## src/rtl/bp_be_pkg.sv

```systemverilog
// Shared types for the BE-to-FE command sequencer: FE command layout,
// buffer entry, sequencer state and the fence-opcode classifier.
package bp_be_pkg;

   typedef enum logic [0:0] {
      e_bp_default_cfg = 1'b0
   } bp_params_e;

   localparam int vaddr_width_gp = 39;
   localparam int asid_width_gp  = 10;
   localparam int meta_width_gp  = 8;

   typedef enum logic [3:0] {
      e_op_state_reset         = 4'd0,
      e_op_pc_redirection      = 4'd1,
      e_op_icache_fill_restart = 4'd2,
      e_op_icache_fill_resume  = 4'd3,
      e_op_icache_fence        = 4'd4,
      e_op_itlb_fill_restart   = 4'd5,
      e_op_itlb_fill_resume    = 4'd6,
      e_op_itlb_fence          = 4'd7,
      e_op_attaboy             = 4'd8,
      e_op_wait                = 4'd9
   } bp_fe_command_queue_opcode_e;

   localparam int op_width_gp = $bits(bp_fe_command_queue_opcode_e);

   typedef struct packed {
      bp_fe_command_queue_opcode_e opcode;
      logic [vaddr_width_gp-1:0]   vaddr;
      logic [asid_width_gp-1:0]    asid;
      logic [meta_width_gp-1:0]    meta;
   } bp_fe_cmd_s;

   typedef struct packed {
      logic       live;
      logic       spec;
      bp_fe_cmd_s cmd;
   } bp_be_fe_cmd_entry_s;

   typedef enum logic {
      e_run   = 1'b0,
      e_fence = 1'b1
   } bp_be_fe_cmd_state_e;

   function automatic int bp_fe_cmd_width(input bp_params_e cfg);
      case (cfg)
         e_bp_default_cfg: return $bits(bp_fe_cmd_s);
         default:          return $bits(bp_fe_cmd_s);
      endcase
   endfunction

   // Opcodes that change FE state and must fence the speculative stream.
   function automatic logic bp_be_fe_cmd_is_fence(
      input bp_fe_command_queue_opcode_e op
   );
      return op inside {e_op_state_reset, e_op_icache_fence,
                        e_op_itlb_fence, e_op_wait};
   endfunction

endpackage

```

## src/rtl/bp_be_fe_cmd_buffer.sv

```systemverilog
// Circular entry store with occupancy, next/registered full/empty and
// per-entry speculative squash. Ports: enq, deq, squash, head, free count.
// BP_BE_FE_CMD_STATS_EN adds squash_hit_o for the squash counter.
module bp_be_fe_cmd_buffer
   import bp_be_pkg::*;
#(
   parameter int els_p = 4,
   localparam int ptr_w_lp = $clog2(els_p),
   localparam int cnt_w_lp = $clog2(els_p + 1)
) (
   input  logic                clk_i,
   input  logic                reset_i,
   input  logic                enq_v_i,
   input  bp_be_fe_cmd_entry_s enq_entry_i,
   input  logic                squash_i,
   input  logic                deq_i,
   output logic                head_live_o,
   output bp_fe_cmd_s          head_cmd_o,
   output logic [cnt_w_lp-1:0] free_o,
   output logic                empty_n_o,
   output logic                empty_r_o,
   output logic                full_n_o,
   output logic                full_r_o
`ifdef BP_BE_FE_CMD_STATS_EN
  ,output logic                squash_hit_o
`endif
);

   bp_be_fe_cmd_entry_s r_mem [els_p];
   logic [ptr_w_lp-1:0] r_rptr;
   logic [ptr_w_lp-1:0] r_wptr;
   logic [cnt_w_lp-1:0] r_cnt;
   logic [cnt_w_lp-1:0] w_cnt_n;
   logic                r_empty;
   logic                r_full;

   assign w_cnt_n = r_cnt + cnt_w_lp'(enq_v_i)
                  - cnt_w_lp'(deq_i);

   assign empty_n_o   = (w_cnt_n == '0);
   assign full_n_o    = (w_cnt_n == cnt_w_lp'(els_p));
   assign empty_r_o   = r_empty;
   assign full_r_o    = r_full;
   assign free_o      = cnt_w_lp'(els_p) - r_cnt;
   assign head_live_o = r_mem[r_rptr].live;
   assign head_cmd_o  = r_mem[r_rptr].cmd;

`ifdef BP_BE_FE_CMD_STATS_EN
   logic w_hit;
   always_comb begin
      w_hit = 1'b0;
      for (int i = 0; i < els_p; i++) begin
         if (r_mem[i].live && r_mem[i].spec
             && !(deq_i && (ptr_w_lp'(i) == r_rptr)))
            w_hit = 1'b1;
      end
   end
   assign squash_hit_o = squash_i & w_hit;
`endif

   // Popped slots are zeroed so stale entries never look live; the
   // enqueue write is last so it wins when full with a same-cycle pop.
   always_ff @(posedge clk_i) begin
      if (reset_i) begin
         for (int i = 0; i < els_p; i++) r_mem[i] <= '0;
         r_rptr  <= '0;
         r_wptr  <= '0;
         r_cnt   <= '0;
         r_empty <= 1'b1;
         r_full  <= 1'b0;
      end else begin
         for (int i = 0; i < els_p; i++) begin
            if (squash_i && r_mem[i].spec)
               r_mem[i].live <= 1'b0;
         end
         if (deq_i) begin
            r_mem[r_rptr] <= '0;
            r_rptr        <= r_rptr + ptr_w_lp'(1);
         end
         if (enq_v_i) begin
            r_mem[r_wptr] <= enq_entry_i;
            r_wptr        <= r_wptr + ptr_w_lp'(1);
         end
         r_cnt   <= w_cnt_n;
         r_empty <= empty_n_o;
         r_full  <= full_n_o;
      end
   end

endmodule

```

## src/rtl/bp_be_fe_cmd_sequencer.sv

```systemverilog
// Schedules commit and issue commands into one FE command buffer with
// squash, attaboy drop and fencing. Optional: BP_BE_FE_CMD_STATS_EN.
module bp_be_fe_cmd_sequencer
   import bp_be_pkg::*;
#(
   parameter bp_params_e bp_params_p = e_bp_default_cfg,
   parameter int els_p = 4,
   localparam int fe_cmd_width_lp = bp_fe_cmd_width(bp_params_p)
) (
   input  logic                       clk_i,
   input  logic                       reset_i,
   input  logic [fe_cmd_width_lp-1:0] nonspec_cmd_i,
   input  logic                       nonspec_v_i,
   input  logic [fe_cmd_width_lp-1:0] spec_cmd_i,
   input  logic                       spec_v_i,
   output logic                       spec_ready_o,
   output logic [fe_cmd_width_lp-1:0] fe_cmd_o,
   output logic                       fe_cmd_v_o,
   input  logic                       fe_cmd_yumi_i,
   output logic                       empty_n_o,
   output logic                       empty_r_o,
   output logic                       full_n_o,
   output logic                       full_r_o,
   output logic                       fence_o
`ifdef BP_BE_FE_CMD_STATS_EN
  ,output logic [15:0]                attaboy_drop_cnt_o
  ,output logic [15:0]                squash_cnt_o
  ,output logic [15:0]                fence_cycle_cnt_o
`endif
);

   localparam int cnt_w_lp = $clog2(els_p + 1);
   localparam int op_w_lp  = op_width_gp;

   bp_be_fe_cmd_state_e         r_state;
   logic                        r_fence;
   bp_fe_command_queue_opcode_e w_spec_op;
   bp_fe_command_queue_opcode_e w_nonspec_op;
   bp_be_fe_cmd_entry_s         w_enq_entry;
   bp_fe_cmd_s                  w_head_cmd;
   logic [cnt_w_lp-1:0]         w_free;
   logic w_head_live, w_live, w_dead_pop, w_deq;
   logic w_attaboy, w_room, w_spec_acc, w_drop;
   logic w_spec_enq, w_enq_v, w_ns_fence;

   assign w_spec_op = bp_fe_command_queue_opcode_e'(
      spec_cmd_i[fe_cmd_width_lp-1 -: op_w_lp]);
   assign w_nonspec_op = bp_fe_command_queue_opcode_e'(
      nonspec_cmd_i[fe_cmd_width_lp-1 -: op_w_lp]);

   // The last slot is kept for commit; attaboys may use it only to be
   // dropped, so issue is never stalled on a hint.
   assign w_attaboy  = (w_spec_op == e_op_attaboy);
   assign w_room     = w_attaboy ? (w_free >= cnt_w_lp'(1))
                                 : (w_free >= cnt_w_lp'(2));
   assign spec_ready_o = ~reset_i & (r_state == e_run)
                       & ~nonspec_v_i & w_room;
   assign w_spec_acc = spec_v_i & spec_ready_o;
   assign w_drop     = w_spec_acc & w_attaboy
                     & (w_free <= cnt_w_lp'(1));
   assign w_spec_enq = w_spec_acc & ~w_drop;
   assign w_enq_v    = nonspec_v_i | w_spec_enq;
   assign w_ns_fence = nonspec_v_i
                     & bp_be_fe_cmd_is_fence(w_nonspec_op);

   always_comb begin
      w_enq_entry      = '0;
      w_enq_entry.live = 1'b1;
      w_enq_entry.spec = ~nonspec_v_i;
      w_enq_entry.cmd  = nonspec_v_i ? nonspec_cmd_i : spec_cmd_i;
   end

   // Dead heads are retired internally one per cycle, never shown.
   assign w_live     = ~empty_r_o & w_head_live;
   assign w_dead_pop = ~empty_r_o & ~w_head_live;
   assign w_deq      = (fe_cmd_yumi_i & w_live) | w_dead_pop;
   assign fe_cmd_v_o = w_live;
   assign fe_cmd_o   = w_head_cmd;
   assign fence_o    = r_fence;

`ifdef BP_BE_FE_CMD_STATS_EN
   logic w_squash_hit;
`endif

   bp_be_fe_cmd_buffer #(.els_p(els_p)) u_buf (
      .clk_i       (clk_i),
      .reset_i     (reset_i),
      .enq_v_i     (w_enq_v),
      .enq_entry_i (w_enq_entry),
      .squash_i    (nonspec_v_i),
      .deq_i       (w_deq),
      .head_live_o (w_head_live),
      .head_cmd_o  (w_head_cmd),
      .free_o      (w_free),
      .empty_n_o   (empty_n_o),
      .empty_r_o   (empty_r_o),
      .full_n_o    (full_n_o),
      .full_r_o    (full_r_o)
`ifdef BP_BE_FE_CMD_STATS_EN
     ,.squash_hit_o(w_squash_hit)
`endif
   );

   always_ff @(posedge clk_i) begin
      if (reset_i) begin
         r_state <= e_run;
         r_fence <= 1'b0;
      end else begin
         unique case (r_state)
            e_run: begin
               if (w_ns_fence) begin
                  r_state <= e_fence;
                  r_fence <= 1'b1;
               end
            end
            e_fence: begin
               if (!w_ns_fence && empty_r_o) begin
                  r_state <= e_run;
                  r_fence <= 1'b0;
               end
            end
            default: begin
               r_state <= e_run;
               r_fence <= 1'b0;
            end
         endcase
      end
   end

`ifdef BP_BE_FE_CMD_STATS_EN
   always_ff @(posedge clk_i) begin
      if (reset_i) begin
         attaboy_drop_cnt_o <= '0;
         squash_cnt_o       <= '0;
         fence_cycle_cnt_o  <= '0;
      end else begin
         if (w_drop && attaboy_drop_cnt_o != 16'hFFFF)
            attaboy_drop_cnt_o <= attaboy_drop_cnt_o + 16'd1;
         if (w_squash_hit && squash_cnt_o != 16'hFFFF)
            squash_cnt_o <= squash_cnt_o + 16'd1;
         if (r_fence && fence_cycle_cnt_o != 16'hFFFF)
            fence_cycle_cnt_o <= fence_cycle_cnt_o + 16'd1;
      end
   end
`endif

   a_nonspec_full: assert property (@(posedge clk_i)
      disable iff (reset_i) !(nonspec_v_i && full_r_o));
   a_yumi_no_v: assert property (@(posedge clk_i)
      disable iff (reset_i) !(fe_cmd_yumi_i && !fe_cmd_v_o));

endmodule

```

## config.mk

```make
export PLATFORM = sky130hd
export DESIGN_NAME = bp_be_fe_cmd_sequencer
export DESIGN_NICKNAME = d
export VERILOG_FILES = /design/src/rtl/bp_be_pkg.sv /design/src/rtl/bp_be_fe_cmd_buffer.sv /design/src/rtl/bp_be_fe_cmd_sequencer.sv
export SDC_FILE = /design/constraint.sdc
export NUM_CORES = 1
export LEC_CHECK = 0
export ABC_AREA = 1
export BUFFER_PORTS_ARGS = -buffer_cell sky130_fd_sc_hd__buf_2
export CORE_MARGIN = 10
export CORE_UTILIZATION = 58
export CTS_CLUSTER_DIAMETER = 150
export CTS_CLUSTER_SIZE = 8
export DETAILED_ROUTE_END_ITERATION = 7
export PLACE_DENSITY = 0.88
export SYNTH_ARGS = -nofsm -noshare
export SYNTH_HDL_FRONTEND = slang
export SYNTH_SLANG_ARGS = --single-unit
export TNS_END_PERCENT = 1
```

## constraint.sdc

```tcl
create_clock -name clk_i -period 9.8 [get_ports clk_i]
set_input_delay 0.49 -clock clk_i [delete_from_list [all_inputs] [get_ports clk_i]]
set_output_delay 0.49 -clock clk_i [all_outputs]
set_load 0.02 [all_outputs]
```

==> flow_summary_export.csv <==
group,metric,value,unit
final_layout,area_growth,16.3,%
worst_setup_path,crit_top_cell,"inv_1",
route,drc,0,
placement,port_buffers,194,
grt,gr-total-overflow,0,
placement,routabilityCongestion,0.791,
power_and_ir_drop,leakage,0.00598,uW
clock_network,ctsResizeCount,0,
worst_setup_path,path_class,"register to output pin",
placement,hpwlAfterDp,17500,um
clock_network,insertion_delay,0.51,ns
worst_setup_path,crit_slowest_cell,"dfxtp_4",
timing,relSlewSlack,15.7,%
synthesis,synth.avg_cell_area,11.0,sq um
timing,timing.final.crit_share,57.4,%
timing,hold_viol,0,
die,die_y,165,um
clock_network,clockBufferDepth,3,
route,vias,9111,
worst_setup_path,cp.required,9.31,ns
route,dr.pass1.iters,6,
run,drv_cap,0,
route,first_iter_violations,946,
die,pin_count,195,
power_and_ir_drop,p_per_area,297,mW/mm^2
synthesis,synth_cell_type_count,28,
route,postRouteAntennaNets,0,
min_path,timing.hold.worst.class,"primary input to register",
clock_network,postCtsHoldBufs,0,
worst_setup_path,path_cells,"inv_4 > nand2_1 > nand3_1 > and2_1 > nand2_1 > nand2_1 > inv_1 > ha_1 > inv_1 > ha_1 > inv_1 > fa_1 > xor2_1 > xor2_1 > inv_1 > nor2_1 > buf_2",
clock_network,cts_tree,"done",
synthesis,yosysSeqAreaShare,64.1,%
clock_network,cts_root_buffer,"clkbuf_16",
placement,dp_slack,4.81,ns
final_layout,drive_gt1_share,23.1,%
die,num_rows,52,
clock_network,clkTransAtPathRegs,0.05,ns
route,wl_per_cell,20.2,um
die,die-area,0.0271,sq mm
route,avgViaCountPerCell,5.88,
clock_network,cts_max_level,2,
grt,grt_pass1_wl,47500,um
clock_network,cts.sinks,265,
worst_setup_path,worstPathArrival,5.14,ns
synthesis,synth_seq_cells,265,
die,start_util,59.5,%
grt,grt_pass1_vias,9418,
timing,max_freq,178,MHz
synthesis,synth_nets,1243,
timing,worst_pin_slew,1.26,ns
grt,grt_use_total,22.1,%
clock_network,cts_buffers,39,
timing,finClkSkew,0.0186,ns
worst_setup_path,critPathMaxFanout,125,
run_status,status,"complete, no violations",
worst_setup_path,startpoint_type,"register",
grt,antenna_found_initial,0,
grt,grt_start_max_net_pins,126,
clock_network,post_cts_buffers,0,
timing,setup_tns,0,ns
worst_setup_path,cp-end-kind,"output pin",
synthesis,syn_inst,1102,
timing,setup_viol,0,
timing,drv_slew,0,
synthesis,yosysWarnings,0,
power_and_ir_drop,vdd_drop_max,0.000305,V
final_layout,n_antenna_cell,0,
final_layout,final_nets,1406,
worst_setup_path,critPathMaxStageDelay,1.13,ns
die,core,0.0204,sq mm
synthesis,syn-cell-area,0.0122,sq mm
timing,layout_setup_ws,4.17,ns
route,drt-total-wl,31300,um
min_path,holdCritStartpoint,"reset_i",
die,die_w,165,um
timing,rsz0062_at_grt,"no",
timing,min_period,5.63,ns
## final cells by class
class,instances,area (sq um)
clock buffer,54,1070
timing repair buffer,196,988
sequential,265,7790
multi-input combinational,723,3780
fill,1328,6300
inverter,40,153
tap,270,338
clock inverter,1,8.76
## logic make-up after synthesis
kind of cell               share of synthesized area, %
AOI/OAI and AO/OA                                  9.06
muxes                                              4.70
adders and majority gates                          1.50
and+or+nand+nor                                    15.4
DFF                                                64.1
xor gates and xnor gates                          0.144
buffers and inverters                              5.06
## routing by layer
layer  track usage, %  up-vias  routed length (um)  part of all wire, %
met5                0        -                   0                    0
met4             11.2        0                1140                  3.6
met3             4.51       95                2810                  9.0
met2             37.3      536               15700                   50
met1             26.5     4321               11600                   37
li1                 -     4159                   -                    -
## cells in the final DEF (no fill, tap or decap), drive strengths merged
cell and instances:
dfxtp 17, mux2i 57, o211ai 1, nor2 379
nand2 45, edfxtp 248, buf 196, ha 13
and2 1, o22ai 62, fa 1, nand3 10
o21ai 134, xor2 2, inv 39, nor3 2
nand4 8, clkinv 2, clkbuf 54, a21oi 7
or2 1
## flip-flops by register name, summed over array words and instances (netlist names), named ones only
register	flops
fence_o	1
u_buf.r_wptr	2
u_buf.r_rptr	2
u_buf.r_cnt	3
u_buf.full_r_o	1
u_buf.empty_r_o	1
u_buf.r_mem	252
r_state	1
## metrics by stage
| step | std cells | total power (uW) | hold WS, ns | area, sq um | util [%] |
|---|---|---|---|---|---|
| floorplan | 1102 | 2510 | 0.451 | 12200 | - |
| global placement | 1494 | 2960 | 0.465 | 13100 | 63.9 |
| detailed placement | 1494 | 3000 | 0.470 | 13100 | 63.9 |
| CTS | 1549 | 4210 | 0.224 | 14100 | 69.2 |
| global route | 1549 | 4390 | 0.235 | 14100 | 69.2 |
| finish | 1549 | 4200 | 0.235 | 14100 | 69.2 |
## cell usage after synthesis (all sizes together)
cell type / n / area [sq um]
ha: 13 / 163
or2: 1 / 6.26
inv: 39 / 146
dfxtp: 17 / 340
nand4: 8 / 50.1
fa: 1 / 20.0
o21ai: 134 / 671
nand3: 10 / 100
nand2: 45 / 179
clkinv: 1 / 3.75
nor2: 379 / 1530
edfxtp: 248 / 7450
nor3: 2 / 10.0
mux2i: 57 / 571
and2: 1 / 6.26
buf: 29 / 295
o211ai: 1 / 7.51
clkbuf: 45 / 169
a21oi: 7 / 35.0
xor2: 2 / 17.5
o22ai: 62 / 388
## worst max-delay path, delay by kind of cell, from the launching register on
kind / cells / cell delay, ns
buffers and inverters: 6 / 1.31
and+or+nand+nor: 6 / 0.91
adders and majority gates: 3 / 0.78
DFF: 1 / 1.13
xor gates and xnor gates: 2 / 0.45
## power by group
| part | total, uW | switching, uW | internal (uW) |
|---|---|---|---|
| clock network | 1200 | 453 | 749 |
| logic | 1360 | 958 | 407 |
| registers | 1640 | 157 | 1480 |
## path summary, 6_finish.rpt
path / slack, ns / end / cells after the start
max: 4.17 / full_n_o / 17
min: 0.24 / u_buf.r_cnt[0] / 2
max reg2reg: 5.17 / u_buf.full_r_o / 16
min reg2reg: 0.48 / u_buf.r_mem[2][62] / 2
Note: power is estimated with default switching activity, not from simulation.
